==> src/rtl/fetch_pipeline_ctrl_pkg.sv <==
// Shared definitions for the fetch front end: default widths, the canonical NOP and the fetch FSM states.
package fetch_pipeline_ctrl_pkg;

  localparam int          DEFAULT_XLEN      = 64;
  localparam int          DEFAULT_ILEN      = 32;
  localparam logic [31:0] DEFAULT_NOP_INSTR = 32'h0000_0013;

  // FETCH: the outstanding request is on the current path.
  // DROP: the outstanding request is stale and a redirect is pending.
  typedef enum logic {
    FETCH = 1'b0,
    DROP  = 1'b1
  } fetch_state_e;

endpackage

==> src/rtl/fetch_pipeline_ctrl_if.sv <==
// Instruction-memory fetch bus between the fetch controller (master) and imem (slave).
// Handshake: a beat transfers in the cycle where imem_req & imem_ready; imem_rdata is valid in that same
// cycle, and imem_addr stays stable while imem_req & ~imem_ready.
interface fetch_pipeline_ctrl_if #(
  parameter int XLEN = 64,
  parameter int ILEN = 32
);

  logic            imem_req;
  logic [XLEN-1:0] imem_addr;
  logic            imem_ready;
  logic [ILEN-1:0] imem_rdata;

  modport master (
    output imem_req,
    output imem_addr,
    input  imem_ready,
    input  imem_rdata
  );

  modport slave (
    input  imem_req,
    input  imem_addr,
    output imem_ready,
    output imem_rdata
  );

endinterface

==> src/rtl/fetch_skid_buf.sv <==
// One-entry {pc, instr} skid buffer; catches a fetch response that arrives while decode is frozen.
module fetch_skid_buf #(
  parameter int PC_W    = 64,
  parameter int INSTR_W = 32
) (
  input  logic               clk,
  input  logic               rst,
  input  logic               push,
  input  logic               pop,
  input  logic               clear,
  input  logic [PC_W-1:0]    push_pc,
  input  logic [INSTR_W-1:0] push_instr,
  output logic               full,
  output logic [PC_W-1:0]    head_pc,
  output logic [INSTR_W-1:0] head_instr
);

  logic               full_q, full_d;
  logic [PC_W-1:0]    pc_q, pc_d;
  logic [INSTR_W-1:0] instr_q, instr_d;

  // clear outranks push so a flush never leaves a stale entry behind
  always_comb begin
    full_d  = full_q;
    pc_d    = pc_q;
    instr_d = instr_q;
    if (clear) begin
      full_d = 1'b0;
    end else if (push) begin
      full_d  = 1'b1;
      pc_d    = push_pc;
      instr_d = push_instr;
    end else if (pop) begin
      full_d = 1'b0;
    end
  end

  always_ff @(posedge clk) begin
    if (rst) begin
      full_q  <= 1'b0;
      pc_q    <= '0;
      instr_q <= '0;
    end else begin
      full_q  <= full_d;
      pc_q    <= pc_d;
      instr_q <= instr_d;
    end
  end

  assign full       = full_q;
  assign head_pc    = pc_q;
  assign head_instr = instr_q;

endmodule

==> src/rtl/fetch_pipeline_ctrl.sv <==
// Fetch stage controller: owns the fetch PC, the imem request, the IF/ID register and the skid buffer,
// and reacts to hazard-unit stalls and branch redirects.
module fetch_pipeline_ctrl
  import fetch_pipeline_ctrl_pkg::*;
#(
  parameter int              XLEN      = DEFAULT_XLEN,
  parameter int              ILEN      = DEFAULT_ILEN,
  parameter logic [XLEN-1:0] RESET_PC  = '0,
  parameter logic [ILEN-1:0] NOP_INSTR = DEFAULT_NOP_INSTR,
  parameter int              CNT_W     = 32
) (
  input  logic                  clk,
  input  logic                  rst,
  input  logic                  pcwrite,
  input  logic                  ifid_write,
  input  logic                  hazard,
  input  logic                  branch_taken,
  input  logic [XLEN-1:0]       branch_target,
  fetch_pipeline_ctrl_if.master imem,
  output logic [XLEN-1:0]       id_pc,
  output logic [ILEN-1:0]       id_instr,
  output logic                  id_valid,
  output logic                  idex_bubble,
  output logic [CNT_W-1:0]      stall_cycles,
  output logic [CNT_W-1:0]      flush_count,
  output logic [CNT_W-1:0]      imem_wait_cycles,
  output fetch_state_e          dbg_state
);

  fetch_state_e    state_q, state_d;
  logic [XLEN-1:0] req_addr_q, req_addr_d;
  logic [XLEN-1:0] redirect_q, redirect_d;
  logic [XLEN-1:0] id_pc_q, id_pc_d;
  logic [ILEN-1:0] id_instr_q, id_instr_d;
  logic            id_valid_q, id_valid_d;
  logic [CNT_W-1:0] stall_cnt_q, stall_cnt_d;
  logic [CNT_W-1:0] flush_cnt_q, flush_cnt_d;
  logic [CNT_W-1:0] wait_cnt_q, wait_cnt_d;

  logic            stall;
  logic            imem_req;
  logic            resp;
  logic [XLEN-1:0] target_aligned;
  logic            skid_push, skid_pop, skid_clear, skid_full;
  logic [XLEN-1:0] skid_pc;
  logic [ILEN-1:0] skid_instr;

  assign stall          = ~ifid_write;
  assign target_aligned = branch_target & ~XLEN'(3);
  // A full skid means decode already owes us one instruction, so no new request is issued.
  assign imem_req       = ~rst & (((state_q == FETCH) & ~skid_full) | (state_q == DROP));
  assign resp           = imem_req & imem.imem_ready;

  fetch_skid_buf #(
    .PC_W    (XLEN),
    .INSTR_W (ILEN)
  ) u_skid (
    .clk        (clk),
    .rst        (rst),
    .push       (skid_push),
    .pop        (skid_pop),
    .clear      (skid_clear),
    .push_pc    (req_addr_q),
    .push_instr (imem.imem_rdata),
    .full       (skid_full),
    .head_pc    (skid_pc),
    .head_instr (skid_instr)
  );

  always_comb begin
    state_d    = state_q;
    req_addr_d = req_addr_q;
    redirect_d = redirect_q;
    id_pc_d    = id_pc_q;
    id_instr_d = id_instr_q;
    id_valid_d = id_valid_q;
    skid_push  = 1'b0;
    skid_pop   = 1'b0;
    skid_clear = 1'b0;

    if (branch_taken) begin
      id_instr_d = NOP_INSTR;
      id_valid_d = 1'b0;
      skid_clear = 1'b1;
      // An unanswered request must still complete on the bus; remember where to go afterwards.
      if (imem_req & ~imem.imem_ready) begin
        state_d    = DROP;
        redirect_d = target_aligned;
      end else begin
        state_d    = FETCH;
        req_addr_d = target_aligned;
      end
    end else if (state_q == DROP) begin
      if (!stall) begin
        id_instr_d = NOP_INSTR;
        id_valid_d = 1'b0;
      end
      if (resp) begin
        state_d    = FETCH;
        req_addr_d = redirect_q;
      end
    end else if (resp) begin
      req_addr_d = req_addr_q + XLEN'(4);
      if (!stall) begin
        id_pc_d    = req_addr_q;
        id_instr_d = imem.imem_rdata;
        id_valid_d = 1'b1;
      end else begin
        skid_push = 1'b1;
      end
    end else if (!stall) begin
      if (skid_full) begin
        skid_pop   = 1'b1;
        id_pc_d    = skid_pc;
        id_instr_d = skid_instr;
        id_valid_d = 1'b1;
      end else begin
        id_instr_d = NOP_INSTR;
        id_valid_d = 1'b0;
      end
    end
  end

  always_comb begin
    stall_cnt_d = stall_cnt_q + CNT_W'(stall);
    flush_cnt_d = flush_cnt_q + CNT_W'(branch_taken);
    wait_cnt_d  = wait_cnt_q + CNT_W'(imem_req & ~imem.imem_ready);
  end

  always_ff @(posedge clk) begin
    if (rst) begin
      state_q     <= FETCH;
      req_addr_q  <= RESET_PC;
      redirect_q  <= '0;
      id_pc_q     <= '0;
      id_instr_q  <= NOP_INSTR;
      id_valid_q  <= 1'b0;
      stall_cnt_q <= '0;
      flush_cnt_q <= '0;
      wait_cnt_q  <= '0;
    end else begin
      state_q     <= state_d;
      req_addr_q  <= req_addr_d;
      redirect_q  <= redirect_d;
      id_pc_q     <= id_pc_d;
      id_instr_q  <= id_instr_d;
      id_valid_q  <= id_valid_d;
      stall_cnt_q <= stall_cnt_d;
      flush_cnt_q <= flush_cnt_d;
      wait_cnt_q  <= wait_cnt_d;
    end
  end

  // The hazard unit must freeze PC and IF/ID together.
  a_pcwrite_matches_ifid_write: assert property (@(posedge clk) disable iff (rst) pcwrite == ifid_write);

  assign imem.imem_req    = imem_req;
  assign imem.imem_addr   = req_addr_q;
  assign id_pc            = id_pc_q;
  assign id_instr         = id_instr_q;
  assign id_valid         = id_valid_q;
  assign idex_bubble      = hazard | branch_taken | ~id_valid_q;
  assign stall_cycles     = stall_cnt_q;
  assign flush_count      = flush_cnt_q;
  assign imem_wait_cycles = wait_cnt_q;
  assign dbg_state        = state_q;

endmodule

==> src/flat_wrapper.sv <==
// flat-port wrapper written by rule: the top's interface ports become plain ports
module fetch_pipeline_ctrl_flat import fetch_pipeline_ctrl_pkg::*;
#(
  parameter int              XLEN      = DEFAULT_XLEN,
  parameter int              ILEN      = DEFAULT_ILEN,
  parameter logic [XLEN-1:0] RESET_PC  = '0,
  parameter logic [ILEN-1:0] NOP_INSTR = DEFAULT_NOP_INSTR,
  parameter int              CNT_W     = 32
)
  (clk, rst, pcwrite, ifid_write, hazard, branch_taken, branch_target, id_pc, id_instr, id_valid, idex_bubble, stall_cycles, flush_count, imem_wait_cycles, dbg_state, imem_imem_req, imem_imem_addr, imem_imem_ready, imem_imem_rdata);
  fetch_pipeline_ctrl_if #(.XLEN(XLEN), .ILEN(ILEN)) imem_i ();
  input  logic clk;
  input  logic rst;
  input  logic pcwrite;
  input  logic ifid_write;
  input  logic hazard;
  input  logic branch_taken;
  input  logic [XLEN-1:0] branch_target;
  output logic [XLEN-1:0] id_pc;
  output logic [ILEN-1:0] id_instr;
  output logic id_valid;
  output logic idex_bubble;
  output logic [CNT_W-1:0] stall_cycles;
  output logic [CNT_W-1:0] flush_count;
  output logic [CNT_W-1:0] imem_wait_cycles;
  output fetch_state_e dbg_state;
  output wire logic [$bits(imem_i.imem_req)-1:0] imem_imem_req;
  output wire logic [$bits(imem_i.imem_addr)-1:0] imem_imem_addr;
  input wire logic [$bits(imem_i.imem_ready)-1:0] imem_imem_ready;
  input wire logic [$bits(imem_i.imem_rdata)-1:0] imem_imem_rdata;
  assign imem_imem_req = imem_i.imem_req;
  assign imem_imem_addr = imem_i.imem_addr;
  assign imem_i.imem_ready = imem_imem_ready;
  assign imem_i.imem_rdata = imem_imem_rdata;
  fetch_pipeline_ctrl #(.XLEN(XLEN), .ILEN(ILEN), .RESET_PC(RESET_PC), .NOP_INSTR(NOP_INSTR), .CNT_W(CNT_W)) u_core (.clk(clk), .rst(rst), .pcwrite(pcwrite), .ifid_write(ifid_write), .hazard(hazard), .branch_taken(branch_taken), .branch_target(branch_target), .imem(imem_i), .id_pc(id_pc), .id_instr(id_instr), .id_valid(id_valid), .idex_bubble(idex_bubble), .stall_cycles(stall_cycles), .flush_count(flush_count), .imem_wait_cycles(imem_wait_cycles), .dbg_state(dbg_state));
endmodule
==> config.mk <==
export PLATFORM = sky130hd
export DESIGN_NAME = fetch_pipeline_ctrl_flat
export DESIGN_NICKNAME = d
export VERILOG_FILES = /design/src/rtl/fetch_pipeline_ctrl_pkg.sv /design/src/rtl/fetch_pipeline_ctrl_if.sv /design/src/rtl/fetch_skid_buf.sv /design/src/rtl/fetch_pipeline_ctrl.sv /design/src/flat_wrapper.sv
export SDC_FILE = /design/constraint.sdc
export NUM_CORES = 1
export LEC_CHECK = 0
export ABC_AREA = 1
export CELL_PAD_IN_SITES_DETAIL_PLACEMENT = 0
export CELL_PAD_IN_SITES_GLOBAL_PLACEMENT = 1
export CORE_MARGIN = 10
export CORE_UTILIZATION = 34
export DETAILED_ROUTE_END_ITERATION = 10
export MAX_ROUTING_LAYER = met4
export PLACE_DENSITY = 0.9
export SLEW_MARGIN = 0
export SYNTH_ARGS = -nofsm -noshare
export SYNTH_HDL_FRONTEND = slang
export SYNTH_SLANG_ARGS = --single-unit
==> constraint.sdc <==
create_clock -name clk -period 3.4 [get_ports clk]
set_input_delay 1.02 -clock clk [delete_from_list [all_inputs] [get_ports clk]]
set_output_delay 1.02 -clock clk [all_outputs]
set_load 0.02 [all_outputs]
==> results of run 1 <==
==> synth_stat cells, drive strengths merged, types with 2 or more instances <==
| cell type | number |
|---|---|
| o211ai | 25 |
| inv | 205 |
| nand3 | 163 |
| o21a | 6 |
| nor3 | 42 |
| or2 | 28 |
| and3 | 2 |
| o21ai | 224 |
| nand2 | 710 |
| nand3b | 6 |
| and2 | 5 |
| xnor2 | 10 |
| xor2 | 30 |
| nor3b | 7 |
| nor2 | 433 |
| o2111ai | 4 |
| buf | 48 |
| a31oi | 2 |
| dfxtp | 411 |
| nor4 | 6 |
| a211oi | 34 |
| a21oi | 395 |
| nand4 | 39 |
| clkbuf | 119 |
| a22o | 3 |
| ha | 7 |
==> critical path: stages <==
cell,delay [ps]
clkdlybuf4s50_1,470
nor2_1,40
nand2_1,60
clkdlybuf4s50_1,600
==> area by class of cell <==
class                   count  area, sq um  share of cell area [%]
clock inverters            18        282.8                   1.090
inverters                 205        773.2                   2.980
repair buffers            421         4200                   16.19
multi-input cells        2188        10110                   38.98
clock buffers              69         1391                   5.362
well taps                 765        957.2                   3.689
flip-flops and latches    411         8229                   31.71
==> cell families (layout without fill, tap and decap cells) <==
family | Yosys count | count (layout) | synth area share [%]
AND/OR/NAND/NOR | 1441 | 1441 | 30.08
AO/OA/AOI/OAI | 696 | 696 | 18.69
flip-flops | 411 | 411 | 41.63
buffers and inverters | 372 | 713 | 7.369
XOR/XNOR | 40 | 40 | 1.773
adder cells (fa/ha/maj) | 7 | 7 | 0.4431
other | 1 | 4 | 0.01897
==> metrics by stage <==
stage                     area [sq um]  std cells
after floorplan                  19780       2971
after global placement           24270       3990
after detailed placement         24270       3990
after CTS                        25950       4077
after global routing             25950       4077
final                            25950       4077
==> report_power, final <==
group	total (mW)	internal [mW]	switching, mW
sequential	5.14	4.96	0.179
clock	5.55	3.37	2.18
combinational	1.29	0.484	0.805
total	12.0	8.81	3.17
==> metal layers <==
layer	up-vias	wire, um	track usage (%)
met3	101	4964	3.090
met5	-	0	-
li1	10387	-	-
met1	9646	33870	28.92
met2	689	36210	35.87
met4	0	2012	6.743
==> registers in the layout, summed over array words and instances, names as in the netlist <==
register	flops
u_core.redirect_q	62
u_core.imem.imem_addr	62
u_core.flush_count	32
u_core.imem_wait_cycles	32
u_core.id_valid	1
u_core.id_instr	32
u_core.u_skid.head_instr	32
u_core.stall_cycles	32
u_core.id_pc	62
u_core.dbg_state	1
u_core.u_skid.full	1
u_core.u_skid.head_pc	62
==> worst paths after layout <==
kind,slack (ps),endpoint,cells after the start
setup / recovery,190,idex_bubble,4
hold / removal,440,u_core.u_skid.head_pc[13],2
setup reg to reg,790,u_core.imem.imem_addr[26],10
hold reg to reg,440,u_core.u_skid.head_pc[13],2
==> results.json, run 1 <==
{
  "run_status": "finished, final reports clean",
  "worstPathMaxFanout": 1,
  "yosysSeqAreaShare_pct": 41.63,
  "timing.max_cap.violations": 0,
  "endpoint_kind": "output port",
  "overall_routing_resource_usage_pct": 22.37,
  "fin_tns_setup_ps": 0,
  "hpwl_um": 54160,
  "max-vdd-ir-drop_v": 0.0004055,
  "mostFrequentLayoutCell": "nand2_1",
  "initial_cell_density_of_the_core_pct": 34.32,
  "yosys_warnings": 0,
  "post_synth_top_area_share_pct": 41.63,
  "max_slew_violation_total_from_the_final_report": 0,
  "fmaxAchievable_ghz": 0.3114,
  "synth_edf_count": 0,
  "crit_required_ps": 2380,
  "post_drt_via_cell_ratio": 5.107,
  "post-route-period-util_pct": 94.46,
  "yosys.area.top_type": "dfxtp_1",
  "library_cells_used_by_synthesis": 39,
  "worstSetupPathType": "in2out",
  "grt_start_max_net_pins": 168,
  "die-area_sq_um": 68170,
  "synth-main-ff-cell": "dfxtp_1",
  "postSynthCellCount": 2968,
  "power.leakage_nw": 9.013,
  "synth_area_sq_um": 19760,
  "utilization_pct": 45.06,
  "initial_antenna_violation_count": 0,
  "holdCritStartpoint": "u_core.u_skid.head_pc[13]",
  "antenna-diode-count": 0,
  "cts.reportedPaths.clkPinSlew_ps": 60,
  "final.setup.worst_slack_ps": 188.3,
  "crit_start": "hazard",
  "gp_congestion": 0.9457,
  "cts.root.buffer_cell": "clkbuf_16",
  "cts.repair.resized": 0,
  "dp_slack_ps": 46.34,
  "min_path_type": "reg2reg",
  "count_of_endpoints_failing_hold_in_the_final_timing_report": 0,
  "rsz0062_at_grt": "false",
  "core_sq_um": 57590,
  "reg2reg_from": "u_core.imem.imem_addr[3]",
  "cts_max_path_buffers": 3,
  "startpoint_type": "input port",
  "final_net_count": 3385,
  "detail_route.wl_per_cell_um": 18.90,
  "post_route_cells_drive_above_1_share_pct": 5.918,
  "relSlewSlack_pct": 33.31,
  "tightest_slew_ps": 1000,
  "setup_violations": 0,
  "portBuffers": 355,
  "fin_hold_ws_ps": 444.3,
  "postSynthRegisterBits": 411,
  "floorplan.rows": 88,
  "global_route_wire_length_before_repair_um": 116700,
  "timing.final.crit_period_ps": 3212,
  "cts_made_buffers": 48,
  "finalWirelength_um": 77060,
  "syn2layout_area_growth_pct": 31.29,
  "fp.dieH_um": 261.1,
  "die_width_um": 261.1,
  "numClockSinks": 411,
  "synthesis.area_per_instance_sq_um": 6.659,
  "grt_pass1_vias": 19319,
  "clock_latency_ps": 600,
  "h_tree_depth_reported_by_cts": 2,
  "grt-ovfl-total": 0,
  "worstPathArrival_ps": 2190,
  "first_iter_violations": 1712,
  "post_cts_buffers": 0,
  "first_pass_iters": 5,
  "ioPinCount": 363,
  "power.total_mw": 11.98,
  "async_flop_share_pct": 0,
  "fin_skew_ps": 16.81,
  "dr_total_vias": 20823,
  "ant_nets": 0,
  "cts_hold_repair.buffers": 0,
  "fillerInstances": 5877,
  "ys_top_cells_by_area": "dfxtp_1, nand2_1, a21oi_1, nor2_1, o21ai_0",
  "clock_tree_from_tritoncts": "built",
  "final_cell_mix": "nand2_1, nor2_1, dfxtp_1, a21oi_1, clkdlybuf4s50_1",
  "drt_drc_violations_left": 0,
  "power_density_nw_per_um2": 461.7
}
Note: power is estimated with default switching activity, not from simulation.
==> run 2: changes to the inputs <==
CAP_MARGIN = 20   (was unset)
SLEW_MARGIN = unset   (was 0)
==> results of run 2 <==
The final DEF is identical to that of run 1; final timing and power are the same.
==> run 3: changes to the inputs <==
GPL_ROUTABILITY_DRIVEN = 0   (was unset)
==> run 3 against run 2 <==
Core utilization shrank 0.16 points; sequential cell count did not move; combinational power about the same; critical path depth grew 1; sequential share of layout area up 0.11 points; first-iteration DRC count fell by 2.7%; final cell count is 0.17% lower; final area shrank 0.35%; via count is 0.13% higher; critical endpoint is now imem_imem_req.
==> results.json, run 3 (synthesized netlist as in run 1, its figures left out) <==
{
  "grt-ovfl-total": 0,
  "setup_violations": 0,
  "cts.repair.resized": 0,
  "final_cell_mix": "nand2_1, nor2_1, dfxtp_1, a21oi_1, clkdlybuf4s50_1",
  "cts.reportedPaths.clkPinSlew_ps": 60,
  "cts.root.buffer_cell": "clkbuf_16",
  "grt_pass1_vias": 19051,
  "ant_nets": 0,
  "final-seq-area_sq_um": 8229,
  "portBuffers": 355,
  "crit_required_ps": 2380,
  "post_drt_via_cell_ratio": 5.123,
  "dr_total_vias": 20850,
  "detail_route.wl_per_cell_um": 18.78,
  "numClockSinks": 411,
  "min_path_type": "reg2reg",
  "fin_skew_ps": 20.88,
  "endpoint_kind": "output port",
  "run_status": "finished, final reports clean",
  "timing.max_cap.violations": 0,
  "swShare_pct": 26.33,
  "die-area_sq_um": 68170,
  "core_sq_um": 57590,
  "power.internal_mw": 8.639,
  "overall_routing_resource_usage_pct": 22.06,
  "max-vdd-ir-drop_v": 0.0003013,
  "clock_tree_from_tritoncts": "built",
  "final_net_count": 3379,
  "power.leakage_nw": 8.960,
  "drt_drc_violations_left": 0,
  "h_tree_depth_reported_by_cts": 2,
  "antenna-diode-count": 0,
  "fmaxAchievable_ghz": 0.3133,
  "power.combinational.fraction_pct": 10.9,
  "global_route_wire_length_before_repair_um": 115100,
  "post_cts_buffers": 0,
  "worstPathMaxFanout": 3,
  "power.sequential.fraction_pct": 43.9,
  "first_iter_violations": 1665,
  "worstPathArrival_ps": 2170,
  "fp.dieH_um": 261.1,
  "hpwl_um": 53760,
  "cts_max_path_buffers": 3,
  "placed_cell_area_sq_um": 24240,
  "post_route_cells_drive_above_1_share_pct": 5.658,
  "syn2layout_area_growth_pct": 30.84,
  "power_density_nw_per_um2": 453.5,
  "post-route-period-util_pct": 93.88,
  "initial_cell_density_of_the_core_pct": 34.32,
  "relSlewSlack_pct": 38.00,
  "startpoint_type": "input port",
  "timing.final.crit_period_ps": 3192,
  "floorplan.rows": 88,
  "cts_hold_repair.buffers": 0,
  "rsz0062_at_grt": "false",
  "count_of_endpoints_failing_hold_in_the_final_timing_report": 0,
  "max_slew_violation_total_from_the_final_report": 0,
  "netSwitchingPower_mw": 3.087,
  "worstSetupPathType": "in2out",
  "cts_made_buffers": 48,
  "ioPinCount": 363,
  "tightest_slew_ps": 929.9,
  "grt_start_max_net_pins": 168,
  "fillerInstances": 5959,
  "die_width_um": 261.1,
  "mostFrequentLayoutCell": "nand2_1",
  "finalInstanceArea_sq_um": 25860,
  "pwr-share-clk_pct": 45.2,
  "clock_latency_ps": 590,
  "multi_input_area_sq_um": 10110,
  "initial_antenna_violation_count": 0,
  "first_pass_iters": 8,
  "fin_tns_setup_ps": 0,
  "finalWirelength_um": 76430
}
==> run 3: cell count changes in the layout (fill, tap and decap cells not counted), moves of 2 or more <==
cell | previous run | this run
clkbuf_8 | 10 | 16
buf_4 | 55 | 48
clkinv_2 | 6 | 3
bufinv_16 | 7 | 3
clkinvlp_4 | 4 | 2
clkbuf_1 | 11 | 13
==> run 3: path summary, 6_finish.rpt <==
path                                          startpoint                        end  slack, ps  cells past startpoint
worst max-delay path                                 rst              imem_imem_req        210                      5
worst min-delay path            u_core.u_skid.head_pc[3]   u_core.u_skid.head_pc[3]        450                      2
worst max register to register  u_core.imem.imem_addr[3]  u_core.imem.imem_addr[26]        730                     10
worst min register to register  u_core.u_skid.head_pc[3]   u_core.u_skid.head_pc[3]        450                      2
==> run 3: final cells by class <==
class	instances	area share, %
flip-flops and latches	411	31.82
repair buffers	415	16.13
multi-input cells	2188	39.12
inverters	205	2.990
clock inverters	9	0.5129
well taps	765	3.702
clock buffers	77	5.729
==> run 3: power by group through the flow <==
stage          clock (mW)  combinational [mW]  sequential [mW]
2_1_floorplan           0               0.583             5.27
3_3_place_gp            0                1.27             5.24
3_5_place_dp            0                1.27             5.24
4_1_cts              5.42                1.28             5.14
5_1_grt              5.61                1.40             5.16
6_report             5.30                1.28             5.14
==> run 3: critical path, cell delays in order <==
cell             delay (ps)
clkbuf_8                130
inv_4                    90
nand2_1                 120
inv_2                   120
clkdlybuf4s50_1         700
==> run 3: per-layer routing <==
metal / vias up / wire (um) / global-route usage [%] / share of wire, %
met2: 762 / 35500 / 35.47 / 46
met4: 0 / 2288 / 7.353 / 3.0
met5: - / 0 / - / 0
met1: 9589 / 32830 / 27.66 / 43
li1: 10368 / - / - / -
met3: 131 / 5814 / 3.889 / 7.6
==> run 3: per-stage QoR <==
step | utilization, % | hold slack [ps] | setup slack (ps) | total power, mW | std cells
after detailed placement | 42.10 | 438.8 | 18.03 | 6.516 | 3984
final | 44.90 | 446.1 | 207.9 | 11.73 | 4070
after global placement | 42.10 | 434.3 | 27.85 | 6.513 | 3984
after global routing | 44.90 | 460.4 | 188.0 | 12.17 | 4070
after CTS | 44.90 | 447.8 | 48.25 | 11.84 | 4070
after floorplan | - | 424.5 | 48.02 | 5.858 | 2971
